===== config.mk =====
export PLATFORM = sky130hd
export DESIGN_NAME = muldiv_unit
export DESIGN_NICKNAME = d
export VERILOG_FILES = /design/src/rtl/muldiv_unit_pkg.sv /design/src/rtl/muldiv_step.sv /design/src/rtl/muldiv_unit.sv
export SDC_FILE = /design/constraint.sdc
export NUM_CORES = 1
export LEC_CHECK = 0
export ABC_AREA = 1
export CORE_MARGIN = 2
export CORE_UTILIZATION = 33
export DETAILED_ROUTE_END_ITERATION = 16
export HOLD_SLACK_MARGIN = 0.06
export SETUP_SLACK_MARGIN = 0.4
export SLEW_MARGIN = 30
export SYNTH_ARGS = -nofsm -noshare
export SYNTH_HDL_FRONTEND = slang
export SYNTH_SLANG_ARGS = --single-unit

===== constraint.sdc =====
create_clock -name clk -period 8.5 [get_ports clk]
set_input_delay 1.7 -clock clk [delete_from_list [all_inputs] [get_ports clk]]
set_output_delay 1.7 -clock clk [all_outputs]
set_load 0.05 [all_outputs]

===== src/rtl/muldiv_unit_pkg.sv =====
// Shared encodings for the multiply/divide unit: operation codes, FSM states
// and the ALU-decoder funct values that route instructions to this unit.
package muldiv_unit_pkg;

    localparam logic [1:0] OP_MULT  = 2'b00;
    localparam logic [1:0] OP_MULTU = 2'b01;
    localparam logic [1:0] OP_DIV   = 2'b10;
    localparam logic [1:0] OP_DIVU  = 2'b11;

    localparam logic [5:0] FUNCT_MFHI  = 6'b010000;
    localparam logic [5:0] FUNCT_MFLO  = 6'b010010;
    localparam logic [5:0] FUNCT_MULT  = 6'b011000;
    localparam logic [5:0] FUNCT_MULTU = 6'b011001;
    localparam logic [5:0] FUNCT_DIV   = 6'b011010;
    localparam logic [5:0] FUNCT_DIVU  = 6'b011011;

    typedef enum logic [1:0] {
        ST_IDLE = 2'd0,
        ST_RUN  = 2'd1,
        ST_FIX  = 2'd2
    } state_e;

endpackage


===== src/rtl/muldiv_step.sv =====
// One radix-2 iteration: shift-add multiply step or restoring divide step
// on a {upper, lower} 2*WIDTH accumulator. Purely combinational.
module muldiv_step #(
    parameter int WIDTH = 32
) (
    input  logic               div_mode_i,
    input  logic [2*WIDTH-1:0] acc_i,
    input  logic [WIDTH-1:0]   opnd_i,
    output logic [2*WIDTH-1:0] acc_o,
    output logic               q_bit_o
);

    logic [WIDTH:0]   sum;
    logic [WIDTH-1:0] addend;
    logic [WIDTH:0]   part;
    logic [WIDTH-1:0] diff;

    always_comb begin
        addend  = acc_i[0] ? opnd_i : '0;
        sum     = {1'b0, acc_i[2*WIDTH-1:WIDTH]} + {1'b0, addend};
        part    = acc_i[2*WIDTH-1:WIDTH-1];
        diff    = part[WIDTH-1:0] - opnd_i;
        q_bit_o = 1'b0;
        acc_o   = {sum, acc_i[WIDTH-1:1]};
        if (div_mode_i) begin
            // part is the shifted partial remainder; a zero divisor always
            // subtracts, which leaves the dividend in the upper half at the end.
            q_bit_o = (part >= {1'b0, opnd_i});
            // Bit 0 is left clear here; the caller inserts the quotient bit.
            acc_o   = q_bit_o ? {diff, acc_i[WIDTH-2:0], 1'b0}
                              : {acc_i[2*WIDTH-2:0], 1'b0};
        end
    end

endmodule


===== src/rtl/muldiv_unit.sv =====
// Iterative MULT/MULTU/DIV/DIVU unit with architectural HI/LO registers.
// IDLE -> RUN (WIDTH iterations) -> FIX (sign correction, HI/LO write, done).
module muldiv_unit
    import muldiv_unit_pkg::*;
#(
    parameter  int WIDTH = 32,
    localparam int CNT_W = $clog2(WIDTH) + 1
) (
    input  logic             clk,
    input  logic             reset,
    input  logic             start,
    input  logic [1:0]       op,
    input  logic [WIDTH-1:0] srca,
    input  logic [WIDTH-1:0] srcb,
    input  logic             hi_we,
    input  logic             lo_we,
    input  logic [WIDTH-1:0] wdata,
    output logic             busy,
    output logic             done,
    output logic             div_by_zero,
    output logic [WIDTH-1:0] hi,
    output logic [WIDTH-1:0] lo
);

    localparam logic [CNT_W-1:0] CNT_INIT = CNT_W'(WIDTH);
    localparam logic [CNT_W-1:0] CNT_ONE  = CNT_W'(1);

    state_e             state_q;
    logic [CNT_W-1:0]   cnt_q;
    logic [2*WIDTH-1:0] acc_q;
    logic [2*WIDTH-1:0] acc_d;
    logic [2*WIDTH-1:0] acc_step;
    logic [WIDTH-1:0]   opnd_q;
    logic               div_q;
    logic               qneg_q;
    logic               rneg_q;
    logic               bzero_q;
    logic               busy_q;
    logic               done_q;
    logic               dbz_q;
    logic [WIDTH-1:0]   hi_q;
    logic [WIDTH-1:0]   lo_q;
    logic [WIDTH-1:0]   hi_d;
    logic [WIDTH-1:0]   lo_d;
    logic               q_bit;

    logic               is_signed;
    logic               is_div;
    logic               sa;
    logic               sb;
    logic [WIDTH-1:0]   mag_a;
    logic [WIDTH-1:0]   mag_b;
    logic [2*WIDTH-1:0] prod_fix;

    always_comb begin
        is_signed = (op == OP_MULT) || (op == OP_DIV);
        is_div    = (op == OP_DIV) || (op == OP_DIVU);
        sa        = is_signed & srca[WIDTH-1];
        sb        = is_signed & srcb[WIDTH-1];
        mag_a     = sa ? -srca : srca;
        mag_b     = sb ? -srcb : srcb;
    end

    muldiv_step #(.WIDTH(WIDTH)) u_step (
        .div_mode_i (div_q),
        .acc_i      (acc_q),
        .opnd_i     (opnd_q),
        .acc_o      (acc_step),
        .q_bit_o    (q_bit)
    );

    assign acc_d = acc_step | {{(2*WIDTH-1){1'b0}}, q_bit};

    // Sign fix. Remainder sign follows the dividend, so a zero divisor
    // restores the original srca in HI while LO stays all ones.
    always_comb begin
        prod_fix = qneg_q ? -acc_q : acc_q;
        hi_d     = prod_fix[2*WIDTH-1:WIDTH];
        lo_d     = prod_fix[WIDTH-1:0];
        if (div_q) begin
            hi_d = rneg_q ? -acc_q[2*WIDTH-1:WIDTH] : acc_q[2*WIDTH-1:WIDTH];
            lo_d = qneg_q ? -acc_q[WIDTH-1:0] : acc_q[WIDTH-1:0];
            if (bzero_q) begin
                lo_d = '1;
            end
        end
    end

    always_ff @(posedge clk or posedge reset) begin
        if (reset) begin
            state_q <= ST_IDLE;
            cnt_q   <= '0;
            acc_q   <= '0;
            opnd_q  <= '0;
            div_q   <= 1'b0;
            qneg_q  <= 1'b0;
            rneg_q  <= 1'b0;
            bzero_q <= 1'b0;
            busy_q  <= 1'b0;
            done_q  <= 1'b0;
            dbz_q   <= 1'b0;
            hi_q    <= '0;
            lo_q    <= '0;
        end else begin
            done_q <= 1'b0;
            case (state_q)
                ST_IDLE: begin
                    if (start) begin
                        div_q   <= is_div;
                        qneg_q  <= sa ^ sb;
                        rneg_q  <= sa;
                        bzero_q <= (srcb == '0);
                        acc_q   <= {{WIDTH{1'b0}}, (is_div ? mag_a : mag_b)};
                        opnd_q  <= is_div ? mag_b : mag_a;
                        cnt_q   <= CNT_INIT;
                        busy_q  <= 1'b1;
                        dbz_q   <= 1'b0;
                        state_q <= ST_RUN;
                    end else begin
                        if (hi_we) hi_q <= wdata;
                        if (lo_we) lo_q <= wdata;
                    end
                end
                ST_RUN: begin
                    acc_q <= acc_d;
                    cnt_q <= cnt_q - CNT_ONE;
                    if (cnt_q == CNT_ONE) begin
                        state_q <= ST_FIX;
                    end
                end
                ST_FIX: begin
                    hi_q    <= hi_d;
                    lo_q    <= lo_d;
                    done_q  <= 1'b1;
                    busy_q  <= 1'b0;
                    dbz_q   <= div_q & bzero_q;
                    state_q <= ST_IDLE;
                end
                default: begin
                    state_q <= ST_IDLE;
                end
            endcase
        end
    end

    assign busy        = busy_q;
    assign done        = done_q;
    assign div_by_zero = dbz_q;
    assign hi          = hi_q;
    assign lo          = lo_q;

endmodule


# Word level (Yosys, flattened, before mapping)
# Cells that the tools add are included.
# classes
n_shift	0
n_addsub	8
muxes	32
bitwise_logic	5
magnitude_cmp	1
mul	0
div_mod_pow	0
n_reduce_logical	13
eq_ne	10
# ops
op	count
2-to-1 mux 32 bit	14
2-to-1 mux 64 bit	4
negator 32 bit	4
one-hot mux 32 bit (2 select lines)	2
one-hot mux 64 bit (2 select lines)	1
negator 64 bit	1
bitwise OR 64 x 1 -> 64 bit	1
adder 32 x 32 -> 33 bit	1
>= comparator 33 x 32 -> 1 bit	1
zero test 32 bit	1
subtractor 32 bit	1
one-hot mux 6 bit (2 select lines)	1
!= test 2 bit, second input constant	5
AND reduction 2 bit	4
== test 2 bit, second input constant	3
== test 6 x 1 -> 1 bit, second input constant	1
2-to-1 mux 6 bit	1
AND reduction 3 bit	2
subtractor 6 x 1 -> 6 bit, second input constant	1
zero test 2 bit	2
2-to-1 mux 1 bit	4
2-to-1 mux 2 bit	2
one-hot mux 1 bit (2 select lines)	2
one-hot mux 2 bit (2 select lines)	1
other kinds (5)	9
# word_totals
output_inout_bits	67
wordCells	82
mem_count	0
latch_bits	0
ff_bits	175
mem_bits_rw	0
romBits	0

# Logic depth before layout (Yosys ltp)
# Gate-level depths: netlist of run 1.
# logic_depth
word_depth	7
ltp_mapped	20

# Hierarchy
# From an unflattened synthesis of run 1, not the netlist that was laid out.
# unflattened
hier_cells	3249
area_unflattened_um2	18635.4
# by_module_without_submodules
module	seq_area_each_um2	area_each_um2	instances	cells_per_inst
muldiv_unit	4379.2	12510.7	1	1976
muldiv_step	0.0	6124.6	1	1273

# Least setup slack after synthesis of run 1
# No wires, ideal clock.
# synth_timing
path_kind	input to register
start	input srcb[0]
end	register acc_q[16]
path_stages	12
n_path_buf	0
required_time_ps	8368
slack_ps	5389
t_arrival_ps	2979
path_cell_list	inv_1 -> ha_1 -> nand3_1 -> nor2_1 -> nand2_1 -> o21ai_0 -> or2_2 -> nand3_1 -> nand3_1 -> nand2_1 -> nand2_1 -> o21ai_0
# synth_between
elab_chain_len	5
# synth_rtl
element	line_no	rtl
start, declared	muldiv_unit.sv:14	input logic [WIDTH-1:0] srcb,
negator 32 bit	muldiv_unit.sv:61	mag_b = sb ? -srcb : srcb;
2-to-1 mux 32 bit	muldiv_unit.sv:61	
2-to-1 mux 32 bit	muldiv_unit.sv:113	acc_q <= {{WIDTH{1'b0}}, (is_div ? mag_a : mag_b)};
2-to-1 mux 64 bit	muldiv_unit.sv:108	if (start) begin
one-hot mux 64 bit (2 select lines)	muldiv_unit.sv:106	case (state_q)
end signal, assigned	muldiv_unit.sv:113	
end, declared	muldiv_unit.sv:30	logic [2*WIDTH-1:0] acc_q;
# Every way passes these cells. The select of a mux whose other input is x is not followed.
# A chain may end at the register's enable or synchronous reset.

# Worst setup path in the final report of run 1
# layout_timing
start	input op[0]
end	register acc_q[29]
# layout_between
elab_chain_len	7
# layout_rtl
element	line_no	rtl
start, declared	muldiv_unit.sv:12	input logic [1:0] op,
== test 2 bit or zero test 2 bit (tied branches)	muldiv_unit.sv:56, muldiv_unit.sv:57	
logical OR 1 bit	muldiv_unit.sv:56	is_signed = (op == OP_MULT) || (op == OP_DIV);
AND 1 bit (on tied branches)	muldiv_unit.sv:59, muldiv_unit.sv:58	
2-to-1 mux 32 bit (on tied branches)	muldiv_unit.sv:61, muldiv_unit.sv:60	
2-to-1 mux 32 bit *	muldiv_unit.sv:113	
2-to-1 mux 64 bit *	muldiv_unit.sv:108	
one-hot mux 64 bit (2 select lines) *	muldiv_unit.sv:106	
# Mark *: on every way between the ends. The rest lies on a longest branch, timed or not. The select of a mux whose other input is x is not followed.

==> results.md, run 1 <==
* GPL Wtd Cong at approximately 1
* Pleak at 10.5 nW
* Crit. End Element: register
* Placed cells at 3922
* Finished Cell Area at 21100 um^2
* Largest net degree at the start of global routing at 77
* Hold Buf Count CTS at 0
* Max Freq at ~0.24 GHz
* Routed length per instance at around 20 um
* Hold depth at 2
* Slew Limit Headroom at 42.9%
* Commonest non-fill, non-tap cell in the layout: nand2_1
* #FFs+latches synth at 175
* CP max FO at 35
* Top-area cell type share of the netlist area at between 20% and 30%
* Fraction of layout cells with a size suffix above 1 at 3.63%
* Post-synth EDFFs at 0
* Synthesized net count at about 3300
* Row count at 86
* Synth Area per Inst at 5.82 um^2
* Initial DRC count at between 2000 and 2500
* Worst-Skew Late Latency at between 0.4 and 0.5 ns
* Most frequent cells in the layout: nand2_1, inv_1, nor2_1
* DRC viols at 0
* Die ar. at ~57000 um^2
* Setup WS pre-CTS at ~3.0 ns
* Worst Path Arrival at ~4.6 ns
* Max VDD drop at ~0.15 mV
* Global-route wire length before repair at 116000 um
* CP Launch Type: primary input
* Vias at 21100
* Placed instance area at between 20000 and 25000 um^2
* Reg power frac at 43.4%
* Clock power frac at about two fifths
* Post-CTS Setup Inserts at 0
* M1 WL at roughly 35000 um
* Combinational power share at 14.7%
* Critical path class: primary input to register
* Post-Syn Instances at between 3000 and 4000
* Initial antenna violation count at 2
* Initial Util at roughly 33%
* Port buffer count at 169
* RSZ-0062 raised after global routing: false
* Setup violators final at 0
* Antenna diode count at 0
* PD cells at about 94 nW/um^2
* Tightest Pin Transition at roughly 0.85 ns
* First-pass iteration count of the detailed router at 7
* Layout area overhead at 15.7%
* Post-route insts no fill at roughly 4000
* Post_cts resized at 0
* Number of library cell types mapped by synthesis at 56
* Worst Skew at roughly 0.016 ns
* TNS Setup at 0 ns
* Final hold vios at 0
* Status: finished clean
* Net Switching at around 0.0006 W
* Sink Count at roughly 180
* Final #Nets at approximately 3400
* Die span in x at ~240 um
* Sw Share at between 30% and 40%
* Min-delay worst type: register to register
* Syn Std Cell Area at ~18000 um^2
* Cell taking the most area after synthesis: dfrtp_1
* CTS Root Cell: clkbuf_16
* Die H at about 240 um
* Clock Tree Buf Depth at 2
* Slew Viols, Final at 0
* IO Count at 170
* Reg clk slew, reported paths at 0.08 ns
* Via count of the first global-routing pass at about 19000
* Fin crit period at between 4 and 5 ns
* Gr ovfl total at 0
* Max H-tree Level at 4
* Top sig layer: met5
* Final antenna-violating net count at 0
* Core area at between 50000 and 60000 um^2
* Hpwl dp at around 63000 um
* Seq/Total Area, Yosys at between 20% and 30%
* Worst-case reg-to-reg path depth at 16
* Worst setup slack after layout at 4.28 ns
* Max-cap violations at 0
* Prevailing post-synth register cell: dfrtp_1
* WL final at about 77000 um
* Post-DR vias/cell at ~5.3
* Yosys warning total at 0
* Internal cell power at 0.00137 W
* Total power draw at between 0.0015 and 0.002 W
* Metal2 WL at between 30000 and 40000 um
* Metal3 WL at ~7000 um
* CTS buffer count at 17
* Critical path required time at slightly below 9 ns
* Largest cells by area after synthesis: dfrtp_1, nand2_1, nand3_1, inv_1, nor2_1
* Final period util at between 40% and 50%
* Async SR Flop Fraction at 100%
* Tot GR Track Use at 26.7%
* Clock tree from TritonCTS: done
==> critical path: stages <==
cell	delay (ns)
clkdlybuf4s50_1	0.46
inv_1	0.09
nand2_1	0.34
clkinv_1	0.80
o21ai_0	0.40
nand3_1	0.14
nand3_1	0.11
nand3_1	0.26
a21boi_0	0.30
==> state kept, by name, summed over array words and instances, names as in the netlist <==
name / count
div_q: 1
qneg_q: 1
done: 1
busy: 1
opnd_q: 32
bzero_q: 1
acc_q: 64
div_by_zero: 1
state_q: 2
lo: 32
rneg_q: 1
cnt_q: 6
hi: 32
==> metal layers <==
layer / GRT usage (%) / vias up
li1: - / 10300
met1: 38.4 / 9734
met2: 40.5 / 920
met3: 4.46 / 109
met4: 8.41 / 4
met5: 0 / -
==> power groups by stage <==
stage / combinational, W / sequential, W / clock [W]
floorplan: 0.000101 / 0.000925 / 0
global placement: 0.000288 / 0.000874 / 0
detailed placement: 0.000289 / 0.000874 / 0
CTS: 0.000290 / 0.000857 / 0.000830
global route: 0.000312 / 0.000859 / 0.000862
finish: 0.000290 / 0.000857 / 0.000828
==> worst paths after layout <==
| check | start | slack, ns | endpoint |
|---|---|---|---|
| hold / removal | busy | 0.47 | busy |
| hold reg to reg | busy | 0.47 | busy |
| setup / recovery | op[0] | 4.28 | acc_q[29] |
| setup reg to reg | acc_q[0] | 5.27 | acc_q[59] |
| max in group asynchronous | reset | 5.50 | hi[9] |
| min in group asynchronous | reset | 1.71 | done |
==> cell usage after synthesis (all sizes together) (2+ instances only) <==
cell,number
nand2,941
inv,447
nor2,365
nand3,330
a21oi,231
o21ai,207
dfrtp,175
ha,70
clkbuf,57
nand4,54
buf,47
xor2,30
o211ai,25
nor3,23
xnor2,19
a31oi,16
nand3b,12
a21boi,11
a22oi,10
o21bai,10
o221ai,9
and2,7
or2,7
nor4,6
a21o,5
clkinv,4
a2bb2oi,2
fa,2
o21a,2
o22a,2
o31ai,2
==> cell type report <==
class	instances	area, um^2
fill	6108	33800
multi-input combinational	2405	11700
sequential	175	4380
timing repair buffer	187	1830
inverter	451	1700
tap	704	881
clock buffer	18	439
clock inverter	13	146
==> per-stage QoR <==
step | hold slack, ns | util, %
after floorplan | 0.440 | -
after global placement | 0.463 | 37.4
after detailed placement | 0.458 | 37.4
after CTS | 0.477 | 38.4
after global routing | 0.503 | 38.5
final | 0.472 | 38.5
==> logic make-up after synthesis <==
family,share of synthesized area (%)
adders and majority gates,5.02
muxes,0.0549
and+or+nand+nor,40.7
xor gates and xnor gates,2.35
DFF,24.0
AOI/OAI and AO/OA,16.1
buffers and inverters,11.8
No activity file was read; power rests on OpenSTA's default activity.
==> inputs of run 2 (changes only) <==
==> constraint.sdc (replaced) <==
create_clock -name clk -period 4.3 [get_ports clk]
set_input_delay 0.86 -clock clk [delete_from_list [all_inputs] [get_ports clk]]
set_output_delay 0.86 -clock clk [all_outputs]
set_load 0.05 [all_outputs]
==> run 2 against run 1 <==
Compared with the run above:
- non-clock buffer count grew 10
- highest routed layer is now met4
- critical endpoint is now acc_q[47]
- clock-buffer cell count grew 6
- critical path type is now register to register
- global-route usage grew 0.65 points
==> results.md, run 2 (same netlist as run 1, synthesis figures left out) <==
* Max reg flops at 64
* Via count of the first global-routing pass at between 15000 and 20000
* Post_cts resized at 0
* Port buffer count at around 170
* Final hold vios at 0
* RSZ-0062 raised after global routing: false
* CTS Root Cell: clkbuf_16
* Placed instance area at between 20000 and 25000 um^2
* Pleak at 10.5 nW
* Post-route core utilization at 38.6%
* Slew Limit Headroom at between 30 and 40%
* Max-cap violations at 0
* Vias at between 20000 and 25000
* Min-delay worst type: register to register
* Clock tree from TritonCTS: done
* WL final at approximately 80000 um
* Max H-tree Level at 4
* Post-route insts no fill at a little under 4000
* GPL Wtd Cong at roughly 1
* DRC viols at 0
* Layout area overhead at 16.3%
* Initial DRC count at around 2300
* Status: finished clean
* Crit. End Element: register
* Die H at between 200 and 250 um
* Initial Util at about a third
* Top reg by flops: acc_q
* Die span in x at 239 um
* Most frequent cells in the layout: nand2_1, inv_1, nor2_1
* Row count at 86
* Slew Viols, Final at 0
* Commonest non-fill, non-tap cell in the layout: nand2_1
* Sink Count at between 150 and 200
* TNS Setup at 0 ns
* Global-route wire length before repair at ~120000 um
* Antenna diode count at 0
* Total power draw at between 0.003 and 0.004 W
* CP Launch Type: register
* Placed cells at approximately 3900
* Fin crit period at between 3 and 4 ns
* Setup violators final at 0
* Critical path class: register to register
* Largest net degree at the start of global routing at 91
* Die ar. at roughly 57000 um^2
* CP max FO at 34
* Post-DR vias/cell at about 5.4
* Core area at 54900 um^2
* Clock Tree Buf Depth at 2
* Routed length per instance at 20.0 um
* IO Count at 170
* Initial antenna violation count at 0
* Final period util at 72.6%
* Fraction of layout cells with a size suffix above 1 at ~3.8%
* Max Freq at 0.320 GHz
* Worst Skew at approximately 0.021 ns
* Hold Buf Count CTS at 0
* Worst Path Arrival at roughly 3.5 ns
* Finished Cell Area at around 21000 um^2
* Post-CTS Setup Inserts at 0
* Tot GR Track Use at 27.4%
* Hpwl dp at 64200 um
* Gr ovfl total at 0
* Final antenna-violating net count at 0
* First-pass iteration count of the detailed router at 9
* Final #Nets at ~3400
* CTS buffer count at 17
* Max VDD drop at between 0.2 and 0.3 mV
* PD cells at 183 nW/um^2
* Tightest Pin Transition at roughly 0.94 ns
* Critical path required time at around 4.7 ns
* Worst-Skew Late Latency at between 0.4 and 0.5 ns
* Reg clk slew, reported paths at 0.07 ns
[run 2: worst max-delay path, cell delays in order (launching register included)]
cell and delay [ns]:
dfrtp_1 0.60, ha_1 0.52, nand2_1 0.15, nor2_1 0.33
nand2_1 0.09, nand2_1 0.10, inv_2 0.04, nand2_2 0.12
nand3_4 0.25, nand2_8 0.31, nand3_1 0.23, nand3_1 0.19
nand2_1 0.06
[run 2: report_power, final]
group          leakage [nW]  switching (W)  internal [W]
Sequential             1.98      0.0000188       0.00168
Clock                 0.289       0.000714      0.000890
Combinational          8.26       0.000381      0.000210
[run 2: area by class of cell]
cell class	instances	area, um^2
clock buffer	24	512
clock inverter	8	77.6
fill	6092	33700
inverter	451	1700
multi-input combinational	2405	11700
sequential	175	4380
tap	704	881
timing repair buffer	197	1930
[run 2: final timing paths]
path,start,end,slack (ns),depth (start not counted)
max in group asynchronous,reset,acc_q[56],2.72,3
min in group asynchronous,reset,done,0.80,2
setup reg to reg,acc_q[47],acc_q[47],1.18,12
hold / removal,cnt_q[5],cnt_q[5],0.48,1
setup / recovery,acc_q[47],acc_q[47],1.18,12
hold reg to reg,cnt_q[5],cnt_q[5],0.48,1
[run 2: through the flow]
stage | hold WS (ns) | worst slack (ns)
global route | 0.495 | 0.951
detailed placement | 0.460 | 1.06
floorplan | 0.440 | 1.20
global placement | 0.461 | 1.05
CTS | 0.474 | 1.26
finish | 0.476 | 1.18
[run 2: layer usage]
layer  wire length [um]  GRT usage, %  up-vias
li1                   -             -    10300
met1              35400          39.1     9740
met2              33500          40.8     1030
met3               7500          5.07      133
met4               2730          10.1        0
met5                  0             0        -
